### src/rtl/flash_phy_pkg.sv
// flash_phy_pkg: shared types and constants for the flash PHY.
//   NumBuf        number of read buffers per bank
//   BankAddrW     bank word-address width
//   rd_buf_state_e  read-buffer lifecycle state
//   rd_buf_tag_t    read-buffer tag {part, addr}
package flash_phy_pkg;

  localparam int unsigned NumBuf    = 4;
  localparam int unsigned BankAddrW = 16;

  typedef enum logic [1:0] {
    RdBufInvalid  = 2'd0,
    RdBufWip      = 2'd1,
    RdBufValid    = 2'd2,
    RdBufWipStale = 2'd3
  } rd_buf_state_e;

  typedef struct packed {
    logic                 part;
    logic [BankAddrW-1:0] addr;
  } rd_buf_tag_t;

endpackage

### src/rtl/flash_phy_rd_buf_pick.sv
// flash_phy_rd_buf_pick: combinational circular first-set finder.
//   req_i    request vector
//   ptr_i    index to start the search from (wraps past N-1 to 0)
//   gnt_o    one-hot grant of the first set request at or after ptr_i
//   idx_o    binary index of the granted bit (0 when nothing granted)
//   found_o  at least one request was set
module flash_phy_rd_buf_pick #(
  parameter int unsigned N = 4,
  localparam int unsigned PtrW = $clog2(N)
) (
  input  logic [N-1:0]    req_i,
  input  logic [PtrW-1:0] ptr_i,
  output logic [N-1:0]    gnt_o,
  output logic [PtrW-1:0] idx_o,
  output logic            found_o
);

  always_comb begin
    logic [PtrW-1:0] idx;
    gnt_o   = '0;
    idx_o   = '0;
    found_o = 1'b0;
    idx     = '0;
    for (int unsigned k = 0; k < N; k++) begin
      // N is a power of two, so the PtrW-bit sum wraps naturally.
      idx = ptr_i + PtrW'(k);
      if (!found_o && req_i[idx]) begin
        gnt_o[idx] = 1'b1;
        idx_o      = idx;
        found_o    = 1'b1;
      end
    end
  end

endmodule

### src/rtl/flash_phy_rd_buf_alloc.sv
// flash_phy_rd_buf_alloc: read-buffer hit detection and allocation for one bank.
//   clk_i, rst_ni       clock, synchronous active-low reset
//   req_i, addr_i,
//   part_i              read lookup request and its tag
//   dependency_i        buffers still owed to the response FIFO (not evictable)
//   rd_done_i,
//   rd_done_buf_i,
//   rd_err_i            flash read completion for a one-hot buffer
//   inv_i               invalidate all buffers (program/erase started)
//   hit_o, alloc_o      one-hot hit / allocation, qualified by acceptance
//   stall_o             request cannot be accepted this cycle
//   buf_state_o         packed per-buffer state, buffer 0 in the low bits
module flash_phy_rd_buf_alloc #(
  parameter int unsigned NumBuf = flash_phy_pkg::NumBuf,
  parameter int unsigned AddrW  = flash_phy_pkg::BankAddrW
) (
  input  logic                clk_i,
  input  logic                rst_ni,
  input  logic                req_i,
  input  logic [AddrW-1:0]    addr_i,
  input  logic                part_i,
  input  logic [NumBuf-1:0]   dependency_i,
  input  logic                rd_done_i,
  input  logic [NumBuf-1:0]   rd_done_buf_i,
  input  logic                rd_err_i,
  input  logic                inv_i,
  output logic [NumBuf-1:0]   hit_o,
  output logic [NumBuf-1:0]   alloc_o,
  output logic                stall_o,
  output logic [2*NumBuf-1:0] buf_state_o
);

  import flash_phy_pkg::*;

  localparam int unsigned PtrW = $clog2(NumBuf);

  typedef struct packed {
    logic             part;
    logic [AddrW-1:0] addr;
  } tag_t;

  rd_buf_state_e   state_q [NumBuf];
  rd_buf_state_e   state_d [NumBuf];
  tag_t            tag_q   [NumBuf];
  tag_t            tag_d   [NumBuf];
  logic [PtrW-1:0] rr_ptr_q, rr_ptr_d;

  tag_t              req_tag;
  logic [NumBuf-1:0] hit_raw, inv_cand, val_cand, inv_gnt, val_gnt, busy;
  logic [PtrW-1:0]   inv_idx, val_idx, alloc_idx;
  logic              inv_found, val_found, any_hit, accept, miss_accept;

  assign req_tag = {part_i, addr_i};

  always_comb begin
    hit_raw  = '0;
    inv_cand = '0;
    val_cand = '0;
    busy     = '0;
    for (int unsigned b = 0; b < NumBuf; b++) begin
      hit_raw[b]  = (state_q[b] == RdBufValid || state_q[b] == RdBufWip) &&
                    (tag_q[b] == req_tag);
      inv_cand[b] = (state_q[b] == RdBufInvalid) && !dependency_i[b];
      val_cand[b] = (state_q[b] == RdBufValid) && !dependency_i[b];
      busy[b]     = (state_q[b] == RdBufWip) || (state_q[b] == RdBufWipStale);
    end
  end

  // Empty buffers are always preferred over evicting a valid one.
  flash_phy_rd_buf_pick #(
    .N (NumBuf)
  ) u_pick_invalid (
    .req_i   (inv_cand),
    .ptr_i   (rr_ptr_q),
    .gnt_o   (inv_gnt),
    .idx_o   (inv_idx),
    .found_o (inv_found)
  );

  flash_phy_rd_buf_pick #(
    .N (NumBuf)
  ) u_pick_valid (
    .req_i   (val_cand),
    .ptr_i   (rr_ptr_q),
    .gnt_o   (val_gnt),
    .idx_o   (val_idx),
    .found_o (val_found)
  );

  assign any_hit     = |hit_raw;
  assign stall_o     = req_i & (inv_i | (~any_hit & ~inv_found & ~val_found));
  assign accept      = req_i & ~stall_o;
  assign miss_accept = accept & ~any_hit;
  assign alloc_idx   = inv_found ? inv_idx : val_idx;
  assign hit_o       = accept ? hit_raw : '0;
  assign alloc_o     = miss_accept ? (inv_found ? inv_gnt : val_gnt) : '0;

  // Completion first, then invalidation, then allocation. Allocation never
  // collides with the other two: it stalls under inv_i and only picks
  // Invalid/Valid buffers, which never complete.
  always_comb begin
    rr_ptr_d = rr_ptr_q;
    for (int unsigned b = 0; b < NumBuf; b++) begin
      state_d[b] = state_q[b];
      tag_d[b]   = tag_q[b];
      if (rd_done_i && rd_done_buf_i[b]) begin
        unique case (state_q[b])
          RdBufWip:      state_d[b] = rd_err_i ? RdBufInvalid : RdBufValid;
          RdBufWipStale: state_d[b] = RdBufInvalid;
          default:       ;
        endcase
      end
      if (inv_i) begin
        unique case (state_d[b])
          RdBufValid: state_d[b] = RdBufInvalid;
          RdBufWip:   state_d[b] = RdBufWipStale;
          default:    ;
        endcase
      end
      if (alloc_o[b]) begin
        state_d[b] = RdBufWip;
        tag_d[b]   = req_tag;
      end
    end
    if (miss_accept) begin
      rr_ptr_d = alloc_idx + PtrW'(1);
    end
  end

  always_ff @(posedge clk_i) begin
    if (!rst_ni) begin
      for (int unsigned b = 0; b < NumBuf; b++) begin
        state_q[b] <= RdBufInvalid;
        tag_q[b]   <= '0;
      end
      rr_ptr_q <= '0;
    end else begin
      for (int unsigned b = 0; b < NumBuf; b++) begin
        state_q[b] <= state_d[b];
        tag_q[b]   <= tag_d[b];
      end
      rr_ptr_q <= rr_ptr_d;
    end
  end

  always_comb begin
    buf_state_o = '0;
    for (int unsigned b = 0; b < NumBuf; b++) begin
      buf_state_o[2*b +: 2] = state_q[b];
    end
  end

  // Allocation only happens on a miss, so a tag is never live in two buffers.
  hit_onehot_a : assert property (@(posedge clk_i) disable iff (!rst_ni)
    $onehot0(hit_raw));

  // Completions only target a buffer with a read outstanding.
  done_legal_a : assert property (@(posedge clk_i) disable iff (!rst_ni)
    rd_done_i |-> ($onehot(rd_done_buf_i) && ((rd_done_buf_i & busy) != '0)));

endmodule

### config.mk
export PLATFORM = sky130hd
export DESIGN_NAME = flash_phy_rd_buf_alloc
export DESIGN_NICKNAME = d
export VERILOG_FILES = /design/src/rtl/flash_phy_pkg.sv /design/src/rtl/flash_phy_rd_buf_pick.sv /design/src/rtl/flash_phy_rd_buf_alloc.sv
export SDC_FILE = /design/constraint.sdc
export NUM_CORES = 1
export LEC_CHECK = 0
export CAP_MARGIN = 20
export CORE_UTILIZATION = 30
export DETAILED_ROUTE_END_ITERATION = 6
export MAX_ROUTING_LAYER = met4
export SYNTH_ARGS = -nofsm -noshare
export SYNTH_HDL_FRONTEND = slang
export SYNTH_SLANG_ARGS = --single-unit
### constraint.sdc
create_clock -name clk_i -period 2.7 [get_ports clk_i]
set_input_delay 0.27 -clock clk_i [delete_from_list [all_inputs] [get_ports clk_i]]
set_output_delay 0.27 -clock clk_i [all_outputs]
set_load 0.05 [all_outputs]
* Yosys cells after proc, flatten, opt, wreduce, memory -nomap -nowiden
Memories as Yosys holds them, arrays and structs flattened.
Cells that the tools add are included.
** Storage, ports and cells
- Memories kept :: 2
- Bits in registers :: 2
- ROM bits :: 0
- Bits in latches :: 0
- Bits in writable memories :: 76
- Word-level logic and storage cells :: 195
** Cells by class
- Equal/unequal tests :: 24
- Shifts and indexed selects :: 0
- Multipliers :: 0
- Reductions and logical operators :: 45
- Multiplexer cells :: 87
- Order comparisons :: 8
- Bitwise operators :: 24
- Add/subtract/negate cells :: 4
- Divide/modulo/power cells :: 0
** Memory list
- tag_q :: words 4, width 17, rd ports 4, clocked after memory_dff 0, wr ports 4, line flash_phy_rd_buf_alloc.sv:44 : tag_t tag_q [NumBuf];
- state_q :: words 4, width 2, rd ports 4, clocked after memory_dff 0, wr ports 4, line flash_phy_rd_buf_alloc.sv:42 : rd_buf_state_e state_q [NumBuf];
** Operator list (number)
- $mux 17 :: 8
- $eq 17x17->1 :: 4
- $mux 2 :: 26
- $mux 4 :: 11
- $pmux 2 s2 :: 8
- $logic_and 1x1->1 :: 26
- $eq 2x2->1 const B :: 12
- $or 4x4->4 :: 6
- $mux 1 :: 22
- $bmux 1 s2 :: 8
- $eq 2x1->1 const B :: 8
- $lt 2x3->1 const B :: 4
- $logic_not 1->1 :: 10
- $or 1x1->1 :: 9
- $demux 1 s2 :: 4
- $ge 2x1->1 const B :: 4
- $logic_not 2->1 :: 4
- $and 1x1->1 :: 5
- $add 2x1->2 const B :: 2
- $add 2x2->2 const B :: 2
- $logic_or 1x1->1 :: 4
- $not 1->1 :: 4
- $reduce_or 4->1 :: 1

* Longest topological paths before layout
- Word-level depth :: 25
- Depth in mapped cells :: 12
- Gate-level depth less buffers :: 9

* Modules after synthesis
A second synthesis with hierarchy kept.
** Unflattened totals
- Cells, all modules :: 554
- Area total of the unflattened synthesis :: 5198.7 um2
** Modules (own cells, without submodules)
- flash_phy_rd_buf_alloc :: sequential area each 1561.5 um2, instances 1, area an instance 4355.4 um2, cells an instance 464
- flash_phy_rd_buf_pick :: sequential area each 0.0 um2, instances 2, area an instance 421.7 um2, cells an instance 45

* Least setup slack after synthesis
No wires, ideal clock.
- Kind :: reg-to-output
- Start :: memory state_q[0][0] in the netlist's numbering
- End :: output port alloc_o[2]
- Stages on the path, launching flop included :: 10
- Path slack :: -0.372 ns
- Arrival time :: 2.802 ns
- Buffers on the path :: 1
- Path through :: dfxtp_1 > inv_1 > ha_1 > and2b_1 > o22a_4 > o311a_4 > a211oi_2 > a222oi_1 > a211oi_2 > buf_6
** RTL lines
- start, declared :: line flash_phy_rd_buf_alloc.sv:42
- end, declared :: line flash_phy_rd_buf_alloc.sv:28 : output logic [NumBuf-1:0] alloc_o,

* Final worst setup path
- Start :: register rr_ptr_q[0]
- End :: output port alloc_o[2]
** On the way
- Longest elaborated chain between the ends :: 21
- Elaborated cells on any way between the ends :: 84
- Those cells by class :: add/sub (3); order compare (8); mux (42); bitwise (15); reduce/logical (16)
** Ends and longest elaborated chain
- start, declared :: line flash_phy_rd_buf_alloc.sv:46 : logic [PtrW-1:0] rr_ptr_q, rr_ptr_d;
- start signal, assigned :: line flash_phy_rd_buf_alloc.sv:142 : rr_ptr_q <= rr_ptr_d;
- branches (longest 20 deep; another with $add 2x1->2)
- $mux 4 * :: line flash_phy_rd_buf_alloc.sv:96 : assign alloc_o = miss_accept ? (inv_found ? inv_gnt : val_gnt) : '0;
Every way passes the cells marked *. The select of a mux whose other input is x is not followed.

==> results.yml <==
synthesis:
  syn_area_per_cell_um2: 9.13
  synth_edf_count: 0
  ys_types: 53
  synth_seq_cells: 78
  synthArstFlopShare_pct: 0
  synthesis.nets: 597
  ys.flop_type: "dfxtp_1"
  yosysWarningCount: 0
  synthesis.area_um2: 4970
  synthCells: 544
  ys_seq_area_share_pct: 31.4
run_status:
  violations: "setup timing"
  status: "finished, violations left"
global_routing:
  grt_pass1_wl_mm: 23.5
  grt_max_degree: 97
  grt_pass1_vias: 4495
  grt.total_usage_pct: 18.7
  grt_overflow: 0
  antenna_found_initial: 0
critical_path:
  worstPathCellList: "inv_4 > ha_4 > buf_6 > nand2b_4 > buf_6 > o22a_4 > o211a_4 > a211oi_4 > a222oi_1 > a211oi_4 > buf_12 > buf_12"
  ff2ff_path_depth: 15
  regToRegSetupSlack_ps: -350
  slowest_stage: "dfxtp_4"
  max_stage_delay_ps: 360
  start_kind: "flop"
  required_ps: 2430
  rr_startpoint: "rr_ptr_q[0]$_SDFFE_PN0P_"
  rr_endpoint: "tag_q[0][11]$_SDFFE_PN0P_"
  critPathCaptureType: "primary output"
  cp_top_family: "compound AO/OA/AOI/OAI gates"
  cp_data_arrival_time_ps: 2880
  path_buf_inv: 5
  critPathMaxFanout: 5
  crit_type: "flop to primary output"
clock_tree:
  cts_sinks: 78
  clkTransAtPathRegs_ps: 60
  cts-root-buf: "clkbuf_16"
  clock_latency_ps: 340
  clockBufferDepth: 2
  cts.htree.levels: 3
  cts_buffers: 9
  cts_tree: "done"
  cts_hold_buf: 0
final_layout:
  num-fill-cells: 1492
  drive_above_1_share_pct: 31.7
  num-nets-final: 745
  layout.cells.non_filler: 913
  layout_commonest_cell: "buf_4"
  synthToLayoutAreaGrowth_pct: 49.1
  most-common-layout-cells: "buf_4, nand2_1, mux2i_1, dfxtp_1, xnor2_1"
  diodes: 0
die:
  dieArea_um2: 17100
  coreArea_um2: 16000
  row_count: 46
  die_x_um: 131
  start_util_pct: 31.1
  die_h_um: 131
  top_level_ports: 48
power:
  vdd_drop_max_mv: 0.422
  leakagePower_nw: 2.73
  power_density_nw_per_um2: 557
detailed_routing:
  vias: 4498
  viasPerCell: 4.93
  wire_per_inst_um: 16.7
  drc: 0
  drt_pass1_iterations: 6
  postRouteAntennaNets: 0
  totalWireLength_mm: 15.2
  drtIter0Drc: 280
place:
  port_buffers: 47
  post-dp-hpwl_mm: 10.8
  place_congestion: 0.897
  dpl_worst_slack_ps: -256
  place_inst: 868
worst_hold_path:
  min_path_cells: 4
  hold_class: "input port to flop"
  hp-start: "rst_ni"
  hold-path-endpoint: "tag_q[1][6]$_SDFFE_PN0P_"
timing:
  hold_viol: 0
  maxSlewViolCount: 0
  rsz0062_at_grt: "yes"
  setup_ws_ps: -447
  fmax_mhz: 318
  finalSetupViolCount: 77
  layout_worst_path_cycle_share_pct: 117
  fin_skew_ps: 8.10
  maxSlewHeadroom_pct: 66.2
  period_needed_ps: 3150
  worstMarginPinSlew_ps: 505
run:
  cap_violations: 0
## worst min-delay path: cells and delay by family
kind	cells	cell delay, ps
simple gates	1	110
buf+inv	2	320
mux	1	50
## metrics by stage
stage | area [um2] | setup TNS [ps] | hold slack, ps | util [%] | power [mW]
2_1_floorplan | 5040 | -967 | 446 | - | 2.11
3_3_place_gp | 6480 | -13320 | 455 | 40.5 | 2.62
3_5_place_dp | 6480 | -13910 | 460 | 40.5 | 2.63
4_1_cts | 7080 | -23270 | 470 | 44.3 | 4.00
5_1_grt | 7410 | -28040 | 485 | 46.3 | 4.30
6_report | 7410 | -19450 | 467 | 46.3 | 4.13
## per-layer routing
metal	track usage (%)	share of wire, %	up-vias
li1	-	-	2174
met1	22.7	44	2177
met2	31.7	50	121
met3	2.40	3.5	26
met4	6.49	2.3	0
met5	-	0	-
## area by class of cell
| type | count | area (um2) | share of cell area [%] |
|---|---|---|---|
| Timing Repair Buffer | 178 | 1890 | 25.5 |
| Clock buffer | 13 | 270 | 3.65 |
| Clock inverter | 3 | 42.5 | 0.574 |
| Multi-Input combinational cell | 413 | 3280 | 44.3 |
| Inverter | 12 | 55.1 | 0.743 |
| Tap cell | 216 | 270 | 3.65 |
| Sequential cell | 78 | 1600 | 21.6 |
## repair_timing
action | in CTS | in global routing
pin swaps | 14 | 12
setup buffers | 11 | 16
gates cloned | 2 | 2
endpoints found under the setup margin | 75 | 85
gates resized for setup | 39 | 35
## synthesized netlist by cell type, drive strengths merged, types with 4 or more instances
master / number / share of area [%]
nand2: 90 / 6.8
dfxtp: 78 / 31
mux2i: 68 / 14
xnor2: 52 / 9.2
buf: 26 / 4.4
ha: 22 / 5.5
nand4: 22 / 2.8
xor2: 17 / 3.0
nor2: 14 / 1.1
a21oi: 13 / 1.3
nand3: 13 / 1.3
inv: 12 / 0.91
o21ai: 12 / 1.4
clkbuf: 10 / 0.76
nand2b: 9 / 1.3
nor3: 9 / 0.91
a211oi: 6 / 1.4
nor2b: 6 / 0.81
nor3b: 6 / 0.91
a31oi: 5 / 0.63
dlygate4sd3: 5 / 1.0
o21a: 5 / 0.76
or2: 5 / 0.63
a222oi: 4 / 0.81
and2b: 4 / 0.68
nor4: 4 / 0.50
o211ai: 4 / 0.60
## kinds of logic (layout without fill, tap and decap cells)
kind of cell,Yosys count,count (layout),synth area share (%)
xor gates and xnor gates,69,69,12.2
AOI/OAI and AO/OA,66,66,10.5
buffers and inverters,53,206,7.10
adders and majority gates,22,22,5.54
and+or+nand+nor,185,185,18.2
DFF,78,78,31.4
muxes,71,71,15.1
## registers in the layout, indices dropped and copies added (netlist names), named ones only
signal	flops
rr_ptr_q	2
state_q	4
tag_q	68
## report_power, final
group          internal (mW)  switching, mW
clock network          0.791          0.473
logic                  0.825          0.751
registers               1.23         0.0551
total                   2.85           1.28
## worst max-delay path by stage
stage                       endpoint  cells after the start                      from  slack (ps)
after floorplan           alloc_o[2]                     11  rr_ptr_q[1]$_SDFFE_PN0P_         -50
after global placement    alloc_o[0]                      9           dependency_i[0]        -240
after detailed placement  alloc_o[2]                      9           dependency_i[0]        -260
after CTS                 alloc_o[2]                      9  rr_ptr_q[1]$_SDFFE_PN0P_        -550
after global routing      alloc_o[0]                     12  rr_ptr_q[0]$_SDFFE_PN0P_        -550
final                     alloc_o[2]                     12  rr_ptr_q[0]$_SDFFE_PN0P_        -450
(Power assumes the default switching activity.)
